--- src/rtl/hazard_scoreboard.sv ---
// rtl/hazard_scoreboard.sv - per-register pending-latency scoreboard for ID-stage hazard detection
// Each register carries a countdown of cycles until its pending value can be consumed.
module hazard_scoreboard #(
    parameter int REG_ADDR_W  = 5,
    parameter int MAX_LAT     = 3,
    parameter int FWD_EN      = 1,
    parameter int WB_LAT      = 2,
    parameter int ZERO_REG_HW = 1,
    parameter int STAT_W      = 16,
    localparam int LAT_W      = $clog2(MAX_LAT + 1)
) (
    input  logic                  clk,
    input  logic                  rst,
    input  logic                  id_valid,
    input  logic [REG_ADDR_W-1:0] src1,
    input  logic [REG_ADDR_W-1:0] src2,
    input  logic                  src1_used,
    input  logic                  src2_used,
    input  logic                  issue_wb_en,
    input  logic [REG_ADDR_W-1:0] issue_dest,
    input  logic [LAT_W-1:0]      issue_lat,
    input  logic                  flush,
    input  logic                  stat_clr,
    output logic                  hazard_detected,
    output logic                  issue_fire,
    output logic                  busy,
    output logic [STAT_W-1:0]     stall_count
);

    localparam int NUM_REGS = 2 ** REG_ADDR_W;

    logic [LAT_W-1:0]  cnt_q [NUM_REGS];
    logic [LAT_W-1:0]  cnt_d [NUM_REGS];
    logic [STAT_W-1:0] stall_count_q;
    logic [STAT_W-1:0] stall_count_d;
    logic [LAT_W-1:0]  lat_eff;
    logic              raw;
    logic              waw;

    function automatic logic track(input logic [REG_ADDR_W-1:0] r);
        return !((ZERO_REG_HW != 0) && (r == '0));
    endfunction

    // Without forwarding every producer is only visible after write-back.
    always_comb begin
        lat_eff = LAT_W'(WB_LAT);
        if (FWD_EN != 0) begin
            lat_eff = (32'(issue_lat) > MAX_LAT) ? LAT_W'(MAX_LAT) : issue_lat;
        end
    end

    always_comb begin
        raw = (src1_used && track(src1) && (cnt_q[src1] != '0)) ||
              (src2_used && track(src2) && (cnt_q[src2] != '0));
        // An older write still landing later than this one would clobber it.
        waw = issue_wb_en && track(issue_dest) && (cnt_q[issue_dest] > lat_eff);
        hazard_detected = id_valid && (raw || waw);
        issue_fire      = id_valid && !hazard_detected;
    end

    always_comb begin
        busy = 1'b0;
        for (int i = 0; i < NUM_REGS; i++) begin
            busy = busy | (cnt_q[i] != '0);
        end
    end

    always_comb begin
        for (int i = 0; i < NUM_REGS; i++) begin
            cnt_d[i] = (cnt_q[i] != '0) ? cnt_q[i] - LAT_W'(1) : cnt_q[i];
        end
        if (issue_fire && issue_wb_en && track(issue_dest) && (lat_eff != '0)) begin
            cnt_d[issue_dest] = lat_eff;
        end
        if (flush) begin
            for (int i = 0; i < NUM_REGS; i++) begin
                cnt_d[i] = '0;
            end
        end
    end

    always_comb begin
        stall_count_d = stall_count_q;
        if (stat_clr) begin
            stall_count_d = '0;
        end else if (hazard_detected && (stall_count_q != '1)) begin
            stall_count_d = stall_count_q + STAT_W'(1);
        end
    end

    always_ff @(posedge clk or posedge rst) begin
        if (rst) begin
            for (int i = 0; i < NUM_REGS; i++) begin
                cnt_q[i] <= '0;
            end
            stall_count_q <= '0;
        end else begin
            for (int i = 0; i < NUM_REGS; i++) begin
                cnt_q[i] <= cnt_d[i];
            end
            stall_count_q <= stall_count_d;
        end
    end

    assign stall_count = stall_count_q;

endmodule

--- config.mk ---
export PLATFORM = sky130hd
export DESIGN_NAME = hazard_scoreboard
export DESIGN_NICKNAME = d
export VERILOG_FILES = /design/src/rtl/hazard_scoreboard.sv
export SDC_FILE = /design/constraint.sdc
export NUM_CORES = 1
export LEC_CHECK = 0
export CAP_MARGIN = 15
export CORE_MARGIN = 3
export CORE_UTILIZATION = 25
export DETAILED_ROUTE_END_ITERATION = 8
export MAX_ROUTING_LAYER = met4
export PLACE_DENSITY = 0.47
export SETUP_SLACK_MARGIN = 0.4
export SLEW_MARGIN = 10
export SYNTH_ARGS = -nofsm -noshare
export SYNTH_HDL_FRONTEND = slang
export SYNTH_SLANG_ARGS = --single-unit
--- constraint.sdc ---
create_clock -name clk -period 4.95 [get_ports clk]
set_input_delay 0.495 -clock clk [delete_from_list [all_inputs] [get_ports clk]]
set_output_delay 0.495 -clock clk [all_outputs]
set_load 0.02 [all_outputs]
; Yosys cells after proc, flatten, opt, wreduce, memory -nomap -nowiden
; Index checks and enable logic that the tools add are counted.
[op_classes]
n_lt_le_gt_ge = 5
bitwise_logic = 34
muxes = 48
add_sub_neg = 33
n_eq_ne = 1
n_reduce_logical = 58
[op_table]
columns = op, count
row1 = $mux W64, 2
row2 = $mux W2, 39
row3 = $reduce_bool A2 Y1, 36
row4 = $bwmux W64, 1
row5 = $sub A2 B1 Y2 const B, 32
row6 = $mux W16, 2
row7 = $or A1 B1 Y1, 31
row8 = $bmux W2 S5, 3
row9 = $ge A6 B6 Y1 const B, 3
row10 = $not A5 Y6, 3
row11 = $add A16 B1 Y16 const B, 1
row12 = $ne A16 B16 Y1 const B, 1
row13 = $logic_not A5 Y1, 3
row14 = $logic_and A1 B1 Y1, 13
row15 = $demux W2 S5, 1
row16 = $lt A6 B1 Y1 const B, 1
row17 = $logic_not A1 Y1, 4
row18 = $gt A2 B2 Y1, 1
row19 = $logic_or A1 B1 Y1, 2
[totals]
reg_bits = 80
output_inout_bits = 19
inputBits = 25
wordCells = 212

; Logic depth before layout (Yosys ltp)
; Gate-level depths: netlist of run 1.
[depth]
word_depth = 32
depth_mapped = 15
ltp_nobuf = 13

; Least setup slack after synthesis of run 1
; OpenSTA, ideal clock, no wires.
[synth_path]
path_type = input-to-reg
start = input port issue_dest[0]
end = register cnt_q[17] in the netlist's numbering
path_slack_ns = 0.575
path_buffers = 2
arrival_time_ns = 4.302
required_time_ns = 4.878
stages = 14
setup_ns = 0.072
cell_sequence = clkbuf_1 > buf_1 > mux4_2 > a22oi_1 > nand4_1 > ha_1 > nor2b_1 > o21ai_0 > o2111ai_1 > nor2_1 > nand3_1 > nor4_1 > mux2_2 > nor2_1
[synth_rtl]
columns = element, line_no
row1 = from (decl), 20  ; input logic [REG_ADDR_W-1:0] issue_dest,
row2 = "to (signal, indexed assignment)", 99  ; cnt_q[i] <= cnt_d[i];
row3 = to (decl), 32  ; logic [LAT_W-1:0] cnt_q [NUM_REGS];

; Worst setup path after layout of run 1
[layout_path]
start = input port issue_dest[0]
end = output port hazard_detected
[layout_via]
elab_chain_cells = 8
elab_cells_between_ends = 11
classes_between = order compare (1) / mux (3) / bitwise (1) / reduce/logical (6)
[layout_lines]
columns = element, line_no
row1 = $not A5 Y6 (not written as such), 56  ; waw = issue_wb_en && track(issue_dest) && (cnt_q[issue_dest] > lat_eff);
row2 = $bmux W2 S5, 56
row3 = $mux W2 (not written as such) (2 in a row), 56
row4 = $gt A2 B2 Y1, 56
row5 = $logic_and A1 B1 Y1 *, 56
row6 = $logic_or A1 B1 Y1 *, 57  ; hazard_detected = id_valid && (raw || waw);
row7 = $logic_and A1 B1 Y1 *, 57
row8 = to (decl), 24  ; output logic hazard_detected,
; Every way passes the cells marked *; elsewhere a longest branch is shown, timed or not. The select of a mux whose other input is x is not followed.

==> results of run 1 <==
-- per-stage QoR --
step	std cells	hold slack, ns
finish	933	0.494
detailed placement	916	0.497
CTS	932	0.505
global placement	916	0.477
global route	933	0.521
floorplan	621	0.440
-- registers in the layout (all words and copies together), names as in the netlist --
signal,flops
cnt_q,64
stall_count,16
-- layer usage --
layer	vias up	GRT usage [%]	wire, µm
li1	2368	-	-
met1	2616	22.4	8680
met2	180	22.8	8290
met3	36	2.30	1050
met4	0	6.94	671
met5	-	-	0
-- how the worst min path moves through the flow --
stage	from	to	slack [ns]	depth (start not counted)
finish	cnt_q[62]	cnt_q[62]	0.49	1
global route	cnt_q[62]	cnt_q[62]	0.52	1
CTS	cnt_q[62]	cnt_q[62]	0.51	1
detailed placement	cnt_q[62]	cnt_q[62]	0.50	1
global placement	cnt_q[62]	cnt_q[62]	0.48	1
floorplan	cnt_q[62]	cnt_q[62]	0.44	1
-- report_power, final --
| group | switching (mW) | leakage [nW] | internal [mW] |
|---|---|---|---|
| clock network | 0.292 | 0.152 | 0.422 |
| registers | 0.00233 | 1.12 | 0.656 |
| logic | 0.126 | 1.21 | 0.0676 |
| total | 0.420 | 2.48 | 1.14 |
-- worst max-delay path: stages --
cell	delay, ns
clkdlybuf4s50_1	0.51
buf_12	0.20
mux4_2	0.51
a22o_1	0.24
a221oi_1	0.22
and3_1	0.21
ha_1	0.22
nand2_1	0.05
o21ai_1	0.08
nor2_2	0.15
nor3_2	0.08
nor2b_1	0.14
clkdlybuf4s50_1	0.61
-- area by class of cell --
class                      instances  area, µm²  share of cell area, %
sequential                        80       2000                   29.7
clock inverter                     5       63.8                  0.947
timing repair buffer              66        626                   9.29
clock buffer                      11        253                   3.75
multi-input combinational        471       3370                   50.0
inverter                          20       76.3                   1.13
tap                              280        350                   5.20
-- logic make-up (layout without fill, tap and decap cells) --
group | after synthesis | after routing | synth area share, %
buf+inv | 70 | 102 | 5.05
fa+ha+maj | 3 | 3 | 0.667
xor+xnor | 1 | 1 | 0.156
mux | 63 | 63 | 16.8
simple gates | 292 | 292 | 27.1
compound gates | 112 | 112 | 14.7
flops | 80 | 80 | 35.6
-- cells in the mapped netlist, drive strengths merged (4+ instances only) --
| library cell | count | area, µm² |
|---|---|---|
| nor2 | 83 | 312 |
| dfrtp | 80 | 2000 |
| nand2 | 46 | 175 |
| clkbuf | 35 | 131 |
| a21oi | 29 | 145 |
| nor3 | 29 | 145 |
| nand4 | 25 | 156 |
| mux4 | 23 | 518 |
| nor2b | 22 | 138 |
| inv | 20 | 75.1 |
| mux2 | 20 | 225 |
| mux2i | 20 | 200 |
| nand3 | 17 | 85.1 |
| buf | 15 | 77.6 |
| o21ai | 15 | 75.1 |
| nor4 | 14 | 87.6 |
| or3 | 11 | 68.8 |
| and4 | 10 | 87.6 |
| o21ba | 10 | 100 |
| a31o | 8 | 70.1 |
| a2111oi | 7 | 80.1 |
| a311o | 7 | 70.1 |
| a22oi | 6 | 45.0 |
| a31oi | 6 | 37.5 |
| a211oi | 5 | 42.5 |
| a311oi | 5 | 43.8 |
| nor3b | 5 | 37.5 |
| and2 | 4 | 25.0 |
| and3 | 4 | 25.0 |
| or4 | 4 | 30.0 |
-- what timing repair did --
item                                    CTS  global route
setup buffers                             0             0
endpoints found under the setup margin    0             2
gates resized for setup                   0             4
==> reports/metrics.cfg, run 1 <==
[clock_tree]
hold_buffers = 0
insertion_delay_ns = 0.36
cts_root_buffer = clkbuf_16
cts_tree = built
clkTransAtPathRegs_ns = 0.06
cts_buffers = 9
cts_buffer_depth = 2
numClockSinks = 80
ctsHtreeMaxLevel = 3

[floorplan]
rows = 54
initial_core_util_pct = 25.6
coreArea_mm2 = 0.0220
fp.dieH_um = 156
die_x_um = 156
die_area_mm2 = 0.0244
io_pins = 44

[sta]
rsz0062_at_grt = false
clock_skew_ns = 0.00727
hold_viol_final = 0
finalSetupViolCount = 0
fmax_mhz = 236
report.final.slew_viol_count = 0
worstMarginPinSlew_ns = 0.706
min_period_ns = 4.23
finalSetupTns_ns = 0
period_share_pct = 85.5
slew_headroom_pct = 52.8
fin_ws_ns = 0.718

[synth]
synth_edf_count = 0
ys_seq_elements = 80
yosysSeqAreaShare_pct = 35.6
yosysWarnings = 0
netlist_instances = 621
ys.flop_type = dfrtp_1
syn_nets = 649
synth.cell_area_mm2 = 0.00563
yosys.cell_types.count = 61
async_reset_ff_share_pct = 100
avgSynthCellArea_um2 = 9.06

[drt]
first_iter_violations = 596
drt-total-wl_mm = 18.7
drc = 0
drtAntennaViolNets = 0
first_pass_iters = 8
dr_total_vias = 5200
avgRoutedWirePerCell_um = 20.0
avgViaCountPerCell = 5.57

[place]
port_buffers = 43
dpl_cell_area_mm2 = 0.00639
place_congestion = 0.940
preCtsSetupSlack_ns = 0.412
dp_hpwl_mm = 13.6

[power_and_ir_drop]
ir_worst_vdd_v = 0.000142
power.density_mw_per_mm2 = 232
p_leak_nw = 2.48
power.total_mw = 1.57

[worst_setup_path]
critPathRequiredTime_ns = 4.45
rr_endpoint = cnt_q[19]
worst_setup_path_end_kind = output port
r2r_cells = 13
r2r_start = cnt_q[30]
critPathLaunchType = input pin
crit_end = hazard_detected
reg2reg_slack_ns = 1.28
crit_fanout = 20
cp.arrival_ns = 3.74
worstSetupPathType = in -> out
critPathLaunch = issue_dest[0]

[cells_and_area]
drive_gt1_share_pct = 17.2
fill_cells = 2254
area_growth_pct = 19.7
stdcell_area_mm2 = 0.00674
antenna_cells = 0
nets = 676
final_common_cell = nor2_1
final_util_pct = 30.7
most-common-layout-cells = nor2_1 (82), dfrtp_1 (80), nand2_1 (45)

[global_route]
grt_pass1_vias = 5140
grt_usage_pct = 16.0
grt_antenna_before_repair = 0
overflow = 0
grt_max_degree = 65
grt_pass1_wl_mm = 29.4

[status]
status = finished, final reports clean

[run]
timing.max_cap.violations = 0

[hold_path]
min_path_type = reg -> reg

Power figures use the tool's default switching activity.
==> run 2, diff against run 1 <==
--- a/config.mk
+++ b/config.mk
@@ -11,7 +11,7 @@
 export DETAILED_ROUTE_END_ITERATION = 8
 export MAX_ROUTING_LAYER = met4
 export PLACE_DENSITY = 0.47
-export SETUP_SLACK_MARGIN = 0.4
+export SETUP_SLACK_MARGIN = 0.02
 export SLEW_MARGIN = 10
 export SYNTH_ARGS = -nofsm -noshare
 export SYNTH_HDL_FRONTEND = slang
==> run 2 against run 1 <==
Against the previous run:
- register-to-register slack got worse by 0.03 ns
- power is essentially flat
- sequential power hardly changed
- critical path type unchanged
- utilization about the same
- final cell count stayed put
- non-clock buffer count is the same
==> reports/metrics.cfg, run 2 (synthesized netlist as in run 1, its figures left out) <==
[hold_path]
min_path_type = reg -> reg

[clock_tree]
cts_tree = built
hold_buffers = 0  ; unchanged
numClockSinks = 80  ; unchanged
clkTransAtPathRegs_ns = 0.06  ; about the same
cts_root_buffer = clkbuf_16
cts_buffers = 9  ; unchanged
insertion_delay_ns = 0.35  ; about the same
cts_buffer_depth = 2  ; unchanged
ctsHtreeMaxLevel = 3  ; unchanged
cts_setup_buffers = 0  ; unchanged
cts-resized-gates = 0  ; unchanged

[cells_and_area]
final_cells = 933  ; unchanged
final_util_pct = 30.6  ; -0.046 points
largest_reg_flops = 64  ; unchanged
regMostFlops = cnt_q
most-common-layout-cells = nor2_1 (83), dfrtp_1 (80), nand2_1 (45)
final_common_cell = nor2_1
antenna_cells = 0  ; unchanged
nets = 676  ; unchanged
drive_gt1_share_pct = 16.8  ; -0.31 points
area_growth_pct = 19.5

[floorplan]
coreArea_mm2 = 0.0220  ; unchanged
rows = 54  ; unchanged
initial_core_util_pct = 25.6  ; unchanged
fp.dieH_um = 156  ; unchanged
die_x_um = 156  ; unchanged
die_area_mm2 = 0.0244  ; unchanged
io_pins = 44  ; unchanged

[sta]
clock_skew_ns = 0.00728  ; +0.0000127 ns
fmax_mhz = 224  ; -5.2%
min_period_ns = 4.46  ; +0.230 ns
hold_viol_final = 0  ; unchanged
finalSetupTns_ns = 0  ; unchanged
slew_headroom_pct = 55.3  ; +2.5 points
finalSetupViolCount = 0  ; unchanged
worstMarginPinSlew_ns = 0.669  ; -0.0370 ns
period_share_pct = 90.1  ; +4.6 points
report.final.slew_viol_count = 0  ; unchanged
fin_ws_ns = 0.488  ; -0.230 ns
rsz0062_at_grt = false

[power_and_ir_drop]
p_leak_nw = 2.47  ; -0.53%
ir_worst_vdd_v = 0.000142  ; about the same
power.density_mw_per_mm2 = 233  ; +0.10%

[drt]
drt-total-wl_mm = 18.6  ; -0.59%
dr_total_vias = 5201  ; +0.019%
first_iter_violations = 599  ; +0.50%
drc = 0  ; unchanged
avgRoutedWirePerCell_um = 19.9  ; -0.59%
drtAntennaViolNets = 0  ; unchanged
first_pass_iters = 6  ; -2
avgViaCountPerCell = 5.57  ; about the same

[worst_setup_path]
path_cells = clkdlybuf4s50_1, buf_12, mux4_2, a22o_1, a221oi_1, and3_1, ha_1, nor2b_1, o21ai_0, nor2_1, nor3_1, and2_1, clkdlybuf4s50_1
critPathTopFamily = buffers and inverters
worst_setup_path_end_kind = output port
worstSetupPathType = in -> out
critPathRequiredTime_ns = 4.45  ; about the same
cp_slowest_stage_delay_ns = 0.60  ; about the same
crit_buf_inv = 3  ; unchanged
cp.arrival_ns = 3.97  ; +0.23 ns
critPathLaunchType = input pin
cpMostUsedCell = clkdlybuf4s50_1
slowest_stage = clkdlybuf4s50_1
crit_fanout = 20  ; unchanged

[place]
dp_hpwl_mm = 13.6  ; unchanged
place_congestion = 0.940  ; unchanged
place_inst = 916  ; unchanged
port_buffers = 43  ; unchanged
preCtsSetupSlack_ns = 0.412  ; unchanged

[global_route]
overflow = 0  ; unchanged
grt_pass1_wl_mm = 29.4  ; unchanged
grt_max_degree = 65  ; unchanged
grt_antenna_before_repair = 0  ; unchanged
grt_pass1_vias = 5140  ; unchanged
grt_usage_pct = 16.0  ; unchanged

[run]
timing.max_cap.violations = 0  ; unchanged

[status]
status = finished, final reports clean

[run 2: metrics by stage]
stage	power, mW	hold slack (ns)	area (µm²)
floorplan	0.782	0.440	5630
global placement	0.858	0.477	6390
detailed placement	0.861	0.497	6390
CTS	1.58	0.505	6710
global route	1.62	0.521	6730
finish	1.56	0.498	6730
[run 2: final cells by class]
cell class,count,area (µm²)
clock inverter,5,63.8
timing repair buffer,66,623
fill,2255,15200
sequential,80,2000
inverter,20,76.3
multi-input combinational,471,3360
tap,280,350
clock buffer,11,253
[run 2: path summary, 6_finish.rpt]
| check | startpoint | end | slack, ns | depth (start not counted) |
|---|---|---|---|---|
| max | issue_dest[0] | issue_fire | 0.49 | 13 |
| min in group asynchronous | rst | stall_count[14] | 0.52 | 2 |
| min reg2reg | cnt_q[62] | cnt_q[62] | 0.50 | 1 |
| min | cnt_q[62] | cnt_q[62] | 0.50 | 1 |
| max reg2reg | cnt_q[30] | cnt_q[19] | 1.25 | 13 |
| max in group asynchronous | rst | cnt_q[63] | 3.37 | 3 |
[run 2: report_power, final]
part	switching, mW	internal (mW)
combinational	0.125	0.0673
clock	0.292	0.422
sequential	0.00233	0.655
[run 2: per-layer routing]
layer	GRT usage, %	share of wire (%)	vias up
met4	6.94	3.7	0
li1	-	-	2366
met3	2.30	5.4	37
met1	22.4	47	2611
met2	22.8	44	187
met5	-	0	-
